`src/rtl/abacus_pkg.sv`:
```
// Shared constants and types for the ABACUS profiler sampler.
package abacus_pkg;

    localparam logic [31:0] ABACUS_BASE_ADDR_DEF = 32'hf0030000;

    // Profiler unit offsets within the ABACUS register map
    localparam logic [15:0] UNIT_OFS_INSTR = 16'h0100;
    localparam logic [15:0] UNIT_OFS_CACHE = 16'h0200;

    // Read data reported when the slave never acknowledges
    localparam logic [31:0] TIMEOUT_SENTINEL = 32'hDEADBEEF;

    typedef enum logic [1:0] {
        IDLE,
        BUS,
        PUSH
    } sampler_state_t;

    // Byte address of word idx inside the swept window (32-bit wrap)
    function automatic logic [31:0] word_addr(input logic [31:0] base,
                                              input logic [15:0] ofs,
                                              input logic [4:0]  idx);
        return base + {16'b0, ofs} + {25'b0, idx, 2'b00};
    endfunction

endpackage

```
`src/rtl/abacus_sample_timer.sv`:
```
// Period down-counter: emits a one-cycle tick every 'period' cycles while
// enabled; holds at 'period' while disabled or when period is 0.
module abacus_sample_timer #(
    parameter int PERIOD_WIDTH = 24
) (
    input  logic                    clk,
    input  logic                    rst,
    input  logic                    enable,
    input  logic [PERIOD_WIDTH-1:0] period,
    output logic                    tick
);

    // A stored count of 0 stands for "full period": this lets reset and
    // reload go to a constant instead of asynchronously loading a port.
    logic [PERIOD_WIDTH-1:0] cnt;
    logic [PERIOD_WIDTH-1:0] cur;
    logic                    run;

    assign run  = enable && (period != '0);
    assign cur  = (cnt == '0) ? period : cnt;
    assign tick = run && (cur == PERIOD_WIDTH'(1));

    // Count down while running; reload (back to "full period") on tick or stop
    always_ff @(posedge clk or negedge rst) begin
        if (!rst)
            cnt <= '0;
        else if (!run || tick)
            cnt <= '0;
        else
            cnt <= cur - 1'b1;
    end

endmodule

```
`src/rtl/abacus_wb_sampler.sv`:
```
// Wishbone master that periodically sweeps a window of ABACUS profiler
// counters and streams each read value as a valid/ready beat.
module abacus_wb_sampler
    import abacus_pkg::*;
#(
    parameter logic [31:0] ABACUS_BASE_ADDR = ABACUS_BASE_ADDR_DEF,
    parameter logic [15:0] WINDOW_OFFSET    = UNIT_OFS_CACHE,
    parameter int          NUM_WORDS        = 8,
    parameter int          PERIOD_WIDTH     = 24,
    parameter int          WB_TIMEOUT       = 16
) (
    input  logic                    clk,
    input  logic                    rst,
    input  logic                    enable,
    input  logic [PERIOD_WIDTH-1:0] period,
    input  logic                    trigger,
    input  logic                    clr_status,
    output logic                    wb_cyc,
    output logic                    wb_stb,
    output logic                    wb_we,
    output logic [31:0]             wb_adr,
    output logic [31:0]             wb_dat_o,
    input  logic [31:0]             wb_dat_i,
    input  logic                    wb_ack,
    output logic                    m_valid,
    input  logic                    m_ready,
    output logic [31:0]             m_data,
    output logic [4:0]              m_index,
    output logic                    m_last,
    output logic [7:0]              m_seq,
    output logic                    busy,
    output logic                    overrun,
    output logic                    timeout_err
);

    localparam int          TW       = $clog2(WB_TIMEOUT) + 1;
    localparam logic [4:0]  LAST_IDX = 5'(NUM_WORDS - 1);
    localparam logic [TW-1:0] TMO_LAST = TW'(WB_TIMEOUT - 1);

    sampler_state_t state, state_nxt;
    logic [4:0]     idx;
    logic [7:0]     seq;
    logic [TW-1:0]  wcnt;
    logic [31:0]    data_q;
    logic           overrun_q;
    logic           tmo_q;
    logic           tick;
    logic           start;
    logic           is_last;
    logic           tmo_hit;

    abacus_sample_timer #(
        .PERIOD_WIDTH(PERIOD_WIDTH)
    ) u_timer (
        .clk    (clk),
        .rst    (rst),
        .enable (enable),
        .period (period),
        .tick   (tick)
    );

    // Tick and trigger together still form a single request
    assign start   = tick | trigger;
    assign is_last = (idx == LAST_IDX);
    // Ack on the final allowed cycle still counts as a good read
    assign tmo_hit = (state == BUS) && !wb_ack && (wcnt == TMO_LAST);

    // State register
    always_ff @(posedge clk or negedge rst) begin
        if (!rst)
            state <= IDLE;
        else
            state <= state_nxt;
    end

    // Next-state: sweep IDLE -> (BUS -> PUSH)* -> IDLE
    always_comb begin
        state_nxt = state;
        case (state)
            IDLE: if (start) state_nxt = BUS;
            BUS:  if (wb_ack || tmo_hit) state_nxt = PUSH;
            PUSH: if (m_ready) state_nxt = is_last ? IDLE : BUS;
            default: state_nxt = IDLE;
        endcase
    end

    // Datapath: word index, sequence number, ack timeout and captured data
    always_ff @(posedge clk or negedge rst) begin
        if (!rst) begin
            idx    <= '0;
            seq    <= '0;
            wcnt   <= '0;
            data_q <= '0;
        end else begin
            // wcnt counts cycles spent in the current BUS visit, 0 elsewhere
            wcnt <= (state == BUS && state_nxt == BUS) ? wcnt + 1'b1 : '0;
            case (state)
                IDLE: if (start) idx <= '0;
                BUS: begin
                    if (wb_ack)
                        data_q <= wb_dat_i;
                    else if (tmo_hit)
                        data_q <= TIMEOUT_SENTINEL;
                end
                PUSH: begin
                    if (m_ready) begin
                        if (is_last)
                            seq <= seq + 8'd1;
                        else
                            idx <= idx + 5'd1;
                    end
                end
                default: ;
            endcase
        end
    end

    // Sticky status; a new set beats a simultaneous clear
    always_ff @(posedge clk or negedge rst) begin
        if (!rst) begin
            overrun_q <= 1'b0;
            tmo_q     <= 1'b0;
        end else begin
            overrun_q <= (start && state != IDLE) | (overrun_q & ~clr_status);
            tmo_q     <= tmo_hit | (tmo_q & ~clr_status);
        end
    end

    assign wb_cyc      = (state == BUS);
    assign wb_stb      = (state == BUS);
    assign wb_we       = 1'b0;
    assign wb_dat_o    = '0;
    assign wb_adr      = (state == BUS) ? word_addr(ABACUS_BASE_ADDR, WINDOW_OFFSET, idx) : '0;
    assign m_valid     = (state == PUSH);
    assign m_data      = data_q;
    assign m_index     = idx;
    assign m_last      = (state == PUSH) && is_last;
    assign m_seq       = seq;
    assign busy        = (state != IDLE);
    assign overrun     = overrun_q;
    assign timeout_err = tmo_q;

endmodule
```
`config.mk`:
```
export PLATFORM = sky130hd
export DESIGN_NAME = abacus_wb_sampler
export DESIGN_NICKNAME = d
export VERILOG_FILES = /design/src/rtl/abacus_pkg.sv /design/src/rtl/abacus_sample_timer.sv /design/src/rtl/abacus_wb_sampler.sv
export SDC_FILE = /design/constraint.sdc
export NUM_CORES = 1
export LEC_CHECK = 0
export BUFFER_PORTS_ARGS = -buffer_cell sky130_fd_sc_hd__buf_2
export CELL_PAD_IN_SITES_DETAIL_PLACEMENT = 2
export CELL_PAD_IN_SITES_GLOBAL_PLACEMENT = 2
export CORE_UTILIZATION = 31
export DETAILED_ROUTE_END_ITERATION = 6
export HOLD_SLACK_MARGIN = 0.02
export MAX_ROUTING_LAYER = met4
export PLACE_DENSITY_LB_ADDON = 0.1
export SKIP_CTS_REPAIR_TIMING = 1
export SLEW_MARGIN = 20
export SYNTH_ARGS = -nofsm -noshare
export SYNTH_HDL_FRONTEND = slang
export SYNTH_SLANG_ARGS = --single-unit
export TNS_END_PERCENT = 1
```
`constraint.sdc`:
```
create_clock -name clk -period 6 [get_ports clk]
set_input_delay 0.6 -clock clk [delete_from_list [all_inputs] [get_ports clk]]
set_output_delay 0.6 -clock clk [all_outputs]
set_load 0.03 [all_outputs]
```
==> results.md <==
- Fin crit share: 63.90%
- Compound-Gate Fraction of Synth Area: 17.05%
- R2R depth: 9
- Register area: 0.001952 mm^2
- RSZ-0062 raised after global routing: false
- Post-synthesis mux area share: 0.7293%
- Largest net degree at the start of global routing: 61
- Core Region: 0.01393 mm^2
- Status: finished, final reports clean
- GR Util All Layers: 18.91%
- Asr flop ratio synth: 100.0%
- Max_slew headroom: 31.29%
- I/O pins: 180
- Die height: 122.0 um
- Drt total wl: 13090 um
- Sequential share of the synthesized area: 43.76%
- Crit path kind: reg2reg
- Fin crit period: 3.834 ns
- Die Wd: 122.0 um
- Area Growth Syn to Fin: 18.34%
- Skew final: 0.004265 ns
- Placer Congestion: 0.7791
- Vias in the first global route: 4040
- Detailed placer's ending HPWL: 9745 um
- Crit path required time: 6.18 ns
- Max clock buf depth: 2
- Cts bufs inserted: 9
- Synthesized flop and latch total: 78
- Vias: 3816
- Reg-to-reg startpoint: u_timer.cnt[1]
- Fmax: 260.8 MHz
- Grt ovf: 0
- Util after Layout: 37.88%
- Die Area: 0.01487 mm^2
- Vias per cell: 5.028
- CTS root buf: clkbuf_16
- Routed WL per cell: 17.24 um
- Top cells by area, synth: dfrtp_1 44%, buf_4 10%, o22a_1 4.7%
- Post-Synth XOR/XNOR Area: 5.498%
- Actual slew at the worst max-slew pin: 1.031 ns
- Final Net Count: 643
- Main synth FF type: dfrtp_1
- Share of cells above drive strength 1: 27.12%
- Peak supply drop: 0.2315 mV
- Initial antenna violation count: 0
- Area of the multi-input gates: 0.002111 mm^2
- Hold Slack: 0.1362 ns
- HP Class: in2async
- Mean post-synth cell area: 9.718 um^2
- # clock sinks: 78
- Setup TNS: 0 ns
- Max-slew violations: 0
- CTS tree: yes
- Reg2Reg Capture Point: u_timer.cnt[14]
- Fill cells: 1578
- Clk_lat worst skew: 0.34 ns
- First-pass GRT wire length: 21060 um
- Detailed Route Iter0 Violations: 96
- Antenna cells: 0
- Largest family of logic cells by synthesized area: simple AND/OR/NAND/NOR gates
- DRT Pass-1 Iters: 4
- Row count: 43
- CP Launch Type: flip-flop
- Yosys top cell by area: dfrtp_1
- Post-synth top area share: 43.76%
- Pwr dens: 593.5 mW/mm^2
- Clk slew on worst S/H paths: 0.06 ns
- H-Tree Depth: 3
- Synthesized instance count: 459
- Leakage: 2.521 nW
- Synth top cells by count: 78 x dfrtp_1, 61 x buf_4, 54 x nor2_1
- Routed Antenna Nets: 0
- Post-synth EDFFs: 0
- Mapped Area: 0.004461 mm^2
- Initial Utilization: 32.01%
- CP Max Fanout: 24
- Synth Area in Adders: 1.683%
- Max Cap Viol: 0
- Yosys warns: 0
- Most numerous cell in the Yosys netlist: dfrtp_1
- Final setup violating endpoints: 0
- R2r setup slk: 2.17 ns
- Final Hold Fails: 0
- Critical Path End Type: flip-flop
- Cell variety after synth: 59
- CP Data Arrival Time: 4.01 ns
- Port Buf Inserts: 126
- DRC: 0
- Post-synthesis simple-gate area fraction: 17.78%
## worst max path at each step
stage	start	endpoint	slack, ns	depth (start not counted)
floorplan	u_timer.cnt[1]	u_timer.cnt[22]	2.53	15
global placement	u_timer.cnt[1]	u_timer.cnt[9]	2.24	9
finish	u_timer.cnt[1]	u_timer.cnt[14]	2.17	9
global route	u_timer.cnt[0]	u_timer.cnt[16]	1.83	9
detailed placement	u_timer.cnt[1]	u_timer.cnt[14]	2.11	9
CTS	u_timer.cnt[1]	u_timer.cnt[14]	2.08	9
## per-stage QoR
| stage | cells | power, mW | setup slack, ns | area (um^2) |
|---|---|---|---|---|
| 2_1_floorplan | 511 | 2.197 | 2.531 | 4656 |
| 3_3_place_gp | 743 | 2.585 | 2.236 | 5011 |
| 3_5_place_dp | 743 | 2.640 | 2.105 | 5011 |
| 4_1_cts | 759 | 3.171 | 2.083 | 5279 |
| 5_1_grt | 759 | 3.357 | 1.833 | 5279 |
| 6_report | 759 | 3.133 | 2.166 | 5279 |
## metal layers
metal | wire (um) | share of wire, % | vias to the layer above | GRT usage, %
met1 | 5972 | 46 | 1939 | 23.61
li1 | - | - | 1771 | -
met4 | 184 | 1.4 | 0 | 6.404
met5 | 0 | 0 | - | -
met3 | 463 | 3.5 | 13 | 3.605
met2 | 6465 | 49 | 93 | 30.54
## placed cells by master (no fill, tap or decap), types with 3 or more instances in the layout
| cell type | n |
|---|---|
| a21o_1 | 5 |
| a21oi_1 | 21 |
| a22o_1 | 8 |
| and2_1 | 8 |
| and3_1 | 4 |
| buf_2 | 125 |
| buf_4 | 7 |
| clkbuf_16 | 9 |
| conb_1 | 53 |
| dfrtp_1 | 78 |
| ha_1 | 6 |
| inv_1 | 12 |
| nand2_1 | 10 |
| nand3_1 | 7 |
| nand4_1 | 5 |
| nor2_1 | 54 |
| nor2b_1 | 3 |
| nor3_1 | 14 |
| nor4_1 | 16 |
| o21ai_0 | 6 |
| o22a_1 | 24 |
| o31ai_1 | 3 |
| o41ai_1 | 9 |
| or2_2 | 4 |
| or3_1 | 7 |
| or4_1 | 11 |
| xnor2_1 | 11 |
| xor2_1 | 17 |
## power by group
part           switching (mW)  leakage, nW  internal [mW]
sequential              0.156        0.989          0.715
clock                   0.224        0.130          0.281
combinational            1.16         1.40          0.599
total                    1.54         2.52           1.59
## registers in the layout (all words and copies together), names as in the netlist
register	cells
m_data	32
m_index	5
m_seq	8
overrun	1
state	2
timeout_err	1
u_timer.cnt	24
wcnt	5
## layout make-up
cell class	instances	area share [%]
multi-input cells	341	39.99
clock buffers	11	4.409
inverters	12	0.8533
clock inverters	5	0.6637
repair buffers	132	12.85
flip-flops and latches	78	36.98
well taps	180	4.266
## kinds of logic (layout without fill, tap and decap cells)
group / after synthesis / count (layout)
XOR/XNOR: 28 / 28
AND/OR/NAND/NOR: 152 / 152
adder cells (fa/ha/maj): 6 / 6
other: 1 / 53
buffers and inverters: 92 / 160
multiplexers: 3 / 3
flip-flops: 78 / 78
AO/OA/AOI/OAI: 99 / 99
## critical path, stage by stage, from the launching register on
cell and delay (ns):
dfrtp_1 0.38, or4_1 0.60, or4_1 0.83, nor3_2 0.33
a21o_1 0.19, ha_1 0.15, nand4_1 0.10, nor3_1 0.15
or2_1 0.81, nor2_1 0.13
Note: power is estimated with default switching activity, not from simulation.
